$ cat config.mk
export PLATFORM = sky130hd
export DESIGN_NAME = sw_debounce
export DESIGN_NICKNAME = d
export VERILOG_FILES = /design/src/rtl/sw_debounce_pkg.sv /design/src/rtl/debounce_bit.sv /design/src/rtl/sw_debounce.sv
export SDC_FILE = /design/constraint.sdc
export NUM_CORES = 1
export LEC_CHECK = 0
export CAP_MARGIN = 0
export CORE_MARGIN = 3
export CORE_UTILIZATION = 50
export CTS_BUF_LIST = sky130_fd_sc_hd__clkbuf_16
export DETAILED_ROUTE_END_ITERATION = 8
export PLACE_DENSITY = 0.72
export SKIP_LAST_GASP = 1
export SLEW_MARGIN = 10
export SYNTH_ARGS = -nofsm -noshare
export SYNTH_HDL_FRONTEND = slang
export SYNTH_SLANG_ARGS = --single-unit
$ cat constraint.sdc
create_clock -name clk -period 1.9 [get_ports clk]
set_input_delay 0.285 -clock clk [delete_from_list [all_inputs] [get_ports clk]]
set_output_delay 0.285 -clock clk [all_outputs]
set_load 0.005 [all_outputs]
$ cat src/rtl/sw_debounce_pkg.sv
// Shared constants and helpers for the slide-switch debouncer.
package sw_debounce_pkg;

    localparam int WIDTH       = 16;      // switch bits
    localparam int TICK_DIV    = 100000;  // clock cycles per sample tick
    localparam int STABLE_CNT  = 4;       // disagreeing samples needed to accept a level
    localparam int SYNC_STAGES = 2;       // synchroniser depth

    // Counter width able to hold 0..stable_cnt; never narrower than one bit.
    function automatic int cnt_width(input int stable_cnt);
        int w;
        w = $clog2(stable_cnt + 1);
        return (w < 1) ? 1 : w;
    endfunction

    // Prescaler width able to hold 0..tick_div-1.
    function automatic int div_width(input int tick_div);
        int w;
        w = $clog2(tick_div);
        return (w < 1) ? 1 : w;
    endfunction

endpackage

$ cat src/rtl/debounce_bit.sv
// One switch bit: two-flop synchroniser, stability counter, level register
// and registered rise/fall strobes. Advances only on the shared tick.
module debounce_bit
    import sw_debounce_pkg::*;
#(
    parameter int STABLE_CNT_P = STABLE_CNT
) (
    input  logic clk,
    input  logic rst,
    input  logic tick,
    input  logic raw,
    output logic level,
    output logic rise,
    output logic fall,
    output logic strobe_next
);

    localparam int CW = cnt_width(STABLE_CNT_P);
    // Counter value at which the next disagreeing sample accepts the new level.
    localparam logic [CW-1:0] LAST = CW'(STABLE_CNT_P - 1);

    logic [SYNC_STAGES-1:0] sync_q, sync_d;
    logic [CW-1:0]          cnt_q, cnt_d;
    logic                   level_q, level_d;
    logic                   rise_q, rise_d;
    logic                   fall_q, fall_d;
    logic                   sync_bit;

    assign sync_bit = sync_q[SYNC_STAGES-1];

    // Shift the raw pin through the synchroniser chain every cycle.
    always_comb begin
        sync_d = {sync_q[SYNC_STAGES-2:0], raw};
    end

    // On a tick: agreement clears the counter, disagreement counts up and
    // flips the level once STABLE_CNT_P consecutive samples have disagreed.
    always_comb begin
        cnt_d   = cnt_q;
        level_d = level_q;
        rise_d  = 1'b0;
        fall_d  = 1'b0;
        if (tick) begin
            if (sync_bit == level_q) begin
                cnt_d = '0;
            end else if (cnt_q == LAST) begin
                cnt_d   = '0;
                level_d = ~level_q;
                rise_d  = ~level_q;
                fall_d  = level_q;
            end else begin
                cnt_d = cnt_q + 1'b1;
            end
        end
    end

    // State registers with synchronous reset.
    always_ff @(posedge clk) begin
        if (rst) begin
            sync_q  <= '0;
            cnt_q   <= '0;
            level_q <= 1'b0;
            rise_q  <= 1'b0;
            fall_q  <= 1'b0;
        end else begin
            sync_q  <= sync_d;
            cnt_q   <= cnt_d;
            level_q <= level_d;
            rise_q  <= rise_d;
            fall_q  <= fall_d;
        end
    end

    assign level       = level_q;
    assign rise        = rise_q;
    assign fall        = fall_q;
    // Lets the top register an aggregate strobe aligned with rise/fall.
    assign strobe_next = rise_d | fall_d;

endmodule

$ cat src/rtl/sw_debounce.sv
// Slide-switch input conditioner: shared sample prescaler, WIDTH independent
// debounce_bit slices and a registered aggregate change strobe.
module sw_debounce
    import sw_debounce_pkg::*;
#(
    parameter int WIDTH      = sw_debounce_pkg::WIDTH,
    parameter int TICK_DIV   = sw_debounce_pkg::TICK_DIV,
    parameter int STABLE_CNT = sw_debounce_pkg::STABLE_CNT
) (
    input  logic             clk,
    input  logic             rst,
    input  logic [WIDTH-1:0] sw_raw,
    output logic [WIDTH-1:0] sw_out,
    output logic [WIDTH-1:0] rise,
    output logic [WIDTH-1:0] fall,
    output logic             changed,
    output logic             tick
);

    localparam int PW = div_width(TICK_DIV);
    localparam logic [PW-1:0] DIV_LAST = PW'(TICK_DIV - 1);

    logic [PW-1:0]    pre_q, pre_d;
    logic             tick_q, tick_d;
    logic             changed_q, changed_d;
    logic [WIDTH-1:0] strobe_next;

    // Prescaler wraps at TICK_DIV-1; tick is registered off the terminal count.
    always_comb begin
        pre_d  = (pre_q == DIV_LAST) ? '0 : pre_q + 1'b1;
        tick_d = (pre_q == DIV_LAST);
    end

    // Any bit about to strobe raises the aggregate change pulse.
    always_comb begin
        changed_d = |strobe_next;
    end

    // Prescaler, tick and change strobe registers.
    always_ff @(posedge clk) begin
        if (rst) begin
            pre_q     <= '0;
            tick_q    <= 1'b0;
            changed_q <= 1'b0;
        end else begin
            pre_q     <= pre_d;
            tick_q    <= tick_d;
            changed_q <= changed_d;
        end
    end

    for (genvar i = 0; i < WIDTH; i++) begin : g_bit
        debounce_bit #(
            .STABLE_CNT_P(STABLE_CNT)
        ) u_bit (
            .clk        (clk),
            .rst        (rst),
            .tick       (tick_q),
            .raw        (sw_raw[i]),
            .level      (sw_out[i]),
            .rise       (rise[i]),
            .fall       (fall[i]),
            .strobe_next(strobe_next[i])
        );
    end

    assign tick    = tick_q;
    assign changed = changed_q;

endmodule

==> Word-level counts from Yosys, hierarchy flattened <==
Cells that the tools add are included.
{ "classes": {"addsub": 17, "n_mul": 0, "div": 0, "n_lt_le_gt_ge": 0, "n_eq_ne": 33, "shift": 0, "n_mux": 128, "bitwise_logic": 48, "reduce_logical": 18} }
{ "op_table": {"columns": ["op", "n"], "rows": [
  ["1-bit two-way mux", 96],
  ["3-bit two-way mux", 32],
  ["3-bit by 1-bit adder with 3-bit output (second input constant)", 16],
  ["3-bit by 2-bit == test with 1-bit output (second input constant)", 16],
  ["3-bit AND reduction", 16],
  ["1-bit NOT", 32],
  ["17-bit by 1-bit adder with 17-bit output (second input constant)", 1],
  ["17-bit == test (second input constant)", 1],
  ["1-bit == test", 16],
  ["1-bit OR", 16],
  ["16-bit OR reduction", 1],
  ["2-bit OR reduction", 1]
]} }
{ "totals": {"ff_bits": 147, "latch_bits": 0, "mem_bits_rw": 0, "mem_bits_ro": 0, "out_inout_bits": 50, "elab_cells": 327, "mem_count": 0} }

==> Logic depth before layout (Yosys ltp) <==
{ "depth": {"word_depth": 6, "mapped_depth": 6, "ltp_nobuf": 5} }

==> Hierarchy <==
A second synthesis with hierarchy kept.
{ "hier_totals": {"hier_cells": 558, "area_unflattened_um2": 5845.6} }
{ "by_module_without_submodules": {"columns": ["mod", "instances", "cells_per_inst", "area_each_um2"], "rows": [
  ["debounce_bit", 16, 29, 312.8],
  ["sw_debounce", 1, 94, 840.8]
]} }

==> Least setup slack after synthesis <==
Ideal clock, no wire load.
{ "synth_path": {"path_kind": "register -> register", "start": "reg pre_q[0]", "end": "reg pre_q[16]", "t_arrival_ns": 1.574, "path_slack_ns": 0.256, "path_stages_with_launch": 6, "path_buffers": 0, "cell_sequence": "dfxtp_1 -> ha_1 -> and4_2 -> nand3_2 -> or4_1 -> a21oi_1"} }
{ "synth_between": {"elab_chain_len": 2, "elab_cells_between_ends": 3, "cone_classes": "add/sub (1); eq/ne (1); reduce/logical (1)"} }
{ "synth_lines": {"columns": ["item", "line_no", "rtl"], "rows": [
  ["start: declaration", "sw_debounce.sv:23", "logic [PW-1:0] pre_q, pre_d;"],
  ["start signal: assignment", "sw_debounce.sv:46", "pre_q <= pre_d;"],
  ["parallel branches: the longest is 2 deep, another holds 17-bit by 1-bit adder with 17-bit output", null, null]
]} }
Several ways; the timed one is not identified.
A chain may end at the register's enable or synchronous reset.

==> Worst setup path after layout <==
{ "layout_path": {"start": "reg tick_q, in the netlist tick", "end": "out tick"} }
{ "layout_lines": {"columns": ["item", "line_no", "rtl"], "rows": [
  ["start: declaration", "sw_debounce.sv:24", "logic tick_q, tick_d;"],
  ["start signal: assignment", "sw_debounce.sv:47", "tick_q <= tick_d;"],
  ["end: declaration", "sw_debounce.sv:17", "output logic tick"]
]} }
No word-level cell between the ends.

==> results.yml <==
clocking:
  clk_pin_slew_ps: 60
  clockRootBuffer: "clkbuf_16"
  htreeDepth: 4
  cts_tree: "done"
  post_cts_buffers: 0
  clock_path_buffers: 2
  ctsHoldBuffers: 0
  cts_sinks: 147
  numCtsBuffers: 17
  clk-insertion-delay-late_ps: 430
finish:
  postLayoutCoreUtil: 0.610
  seq_area_um2: 2950
  layout_commonest_cell: "dfxtp_1"
  drive_gt1_frac: 0.0762
  final_cell_area_um2: 7000
  fill_cells: 931
  syn2layout_area_growth_pct: 18.5
  antenna_cells: 0
  multiInputGateArea_um2: 2430
  final_cell_mix: "dfxtp_1 (146), clkdlybuf4s50_1 (66), nor2b_1 (45)"
  final_nets: 665
pwr:
  power_density_nw_per_um2: 976
  ir_worst_vdd_uv: 534
  total_power_mw: 6.83
  p_leak_nw: 2.73
yosys:
  ys_types: 36
  yosysWarnings: 0
  postSynthAreaPerCell_um2: 9.69
  netlist_instances: 609
  synth_seq_cells: 147
  yosysSeqAreaShare: 0.499
  syn_area_um2: 5900
  synth.net_count: 644
  synth_top_area_share: 0.499
  yosys.area.top_type: "dfxtp_1"
  synthTopCellsByArea: "dfxtp_1 (50%), buf_4 (6.4%), xor2_1 (6.2%)"
critical_path:
  crit_cells: 2
  cp_max_fo: 19
  path_buf_inv: 2
  max_stage_delay_ps: 520
  cp.required_ps: 1620
  start_kind: "register"
  critPathArrivalTime_ps: 1520
  reg2reg_depth: 5
  path_class: "register to output pin"
  endpoint_kind: "output pin"
  cp_slowest_cell: "clkdlybuf4s50_1"
  critPathTopFamily: "buffers and inverters"
  crit_chain: "buf_6, clkdlybuf4s50_1"
die:
  rows: 39
  die_y_um: 115
  initial_core_util: 0.515
  io_pins: 68
  core-area_um2: 11500
  die_x_um: 115
  dieArea_um2: 13100
timing:
  tightestPinTransition_ps: 518
  finalMaxSlewViolations: 0
  setup_tns_ps: 0
  fin_crit_sh: 0.952
  finClkSkew_ps: 7.90
  fin_crit_ps: 1810
  hold_viol_final: 0
  rsz0062_at_grt: "false"
  timing.fmax_ghz: 0.553
  setup_violations: 0
  slew_headroom: 0.655
  setup_ws_ps: 91.2
run_status:
  status: "finished, final reports clean"
global_routing:
  antenna_found_initial: 0
  track_usage: 0.171
  grt_pass1_wl_um: 17900
  grt_pass1_vias: 4011
  grt_overflow_total: 0
  grt_max_degree: 114
placement:
  dp_hpwl_um: 6950
  dpl-instance-area_um2: 6360
  port_buffers: 67
  gp_congestion: 0.797
  place_ws_ps: 211
routing:
  vias: 4025
  wl_um: 10500
  first_iter_violations: 182
  drc: 0
  ant_nets: 0
  wire_per_inst_um: 13.3
  viasPerCell: 5.12
  drtPass1Iterations: 4
min_path:
  min_path_cells: 3
  hold_path_class: "primary input to register"
run:
  maxCapViolations: 0
==> Yosys cell counts <==
master     number
buf_4          50
xor2_1         42
nand2_1        18
nand3_1        22
mux2_2          3
and4_1          2
nand4_1        12
nor2_1         36
buf_1           2
nor2b_1        45
a21oi_1        30
inv_1          15
nand2b_1       30
nand4b_1       15
and4_2          1
or3_2           1
mux2i_1         2
nor4bb_1        2
o41a_1          1
and3_1         19
nand3_2         1
ha_1           17
nand4bb_1       1
o21ai_0        18
xnor2_1         4
dfxtp_1       147
or4_1           1
nor3b_1        16
nor3_1         18
buf_2           5
or3_1          12
clkbuf_1       17
o31ai_1         1
a32oi_1         1
and3b_1         1
nor4b_1         1
==> worst register-to-register path, stage by stage, from the launching register on <==
cell and delay (ps):
dfxtp_1 420, ha_1 200, and4_2 270, nand3_2 100, or4_1 480, a21oi_1 150
==> area by class of cell <==
| type | count | area share |
|---|---|---|
| clock buffers | 17 | 0.0608 |
| clock inverters | 15 | 0.0295 |
| inverters | 15 | 0.00805 |
| multi-input cells | 373 | 0.347 |
| flip-flops and latches | 147 | 0.421 |
| well taps | 143 | 0.0256 |
| repair buffers | 76 | 0.107 |
==> metrics by stage <==
stage          cells  hold WS, ps
2_1_floorplan    609          413
3_3_place_gp     754          419
3_5_place_dp     754          422
4_1_cts          786          301
5_1_grt          786          335
6_report         786          310
==> power by group <==
part           leakage [nW]  internal [mW]  switching [mW]
logic                  1.25         0.0682          0.0810
registers              1.19           3.12          0.0188
clock network         0.293           2.21            1.33
total                  2.73           5.39            1.43
==> registers in the layout (all words and copies together), names as in the netlist <==
register	flops
g_bit.u_bit.rise	16
changed	1
tick	1
g_bit.u_bit.cnt_q	48
pre_q	17
g_bit.u_bit.fall	16
g_bit.u_bit.level	16
g_bit.u_bit.sync_q	32
==> final timing paths <==
kind	slack, ps	to	from
worst min-delay path	310	pre_q[1]$_SDFF_PP0_	rst
worst min register to register	430	g_bit[5].u_bit.sync_q[1]$_SDFF_PP0_	g_bit[5].u_bit.sync_q[0]$_SDFF_PP0_
worst max-delay path	90	tick	tick$_SDFF_PP0_
worst max register to register	220	pre_q[16]$_SDFF_PP0_	pre_q[0]$_SDFF_PP0_
==> timing repair <==
item | CTS | global route
endpoints found under the hold margin | 0 | 0
setup endpoints to repair | 1 | 1
cloned | 0 | 0
gates resized for setup | 1 | 1
==> metal layers <==
metal | wire (um) | track usage | vias up
met5 | 0 | 0 | -
met3 | 455 | 0.0560 | 20
met4 | 223 | 0.0776 | 0
li1 | - | - | 2044
met2 | 4880 | 0.276 | 69
met1 | 4920 | 0.209 | 1892
==> logic make-up (layout without fill, tap and decap cells) <==
kind of cell,after synthesis,in the layout,synth area share
and+or+nand+nor,254,254,0.253
xor gates and xnor gates,46,46,0.0683
muxes,5,5,0.00912
buffers and inverters,89,123,0.0895
adders and majority gates,17,17,0.0360
DFF,147,147,0.499
AOI/OAI and AO/OA,51,51,0.0454
(Power assumes the default switching activity.)
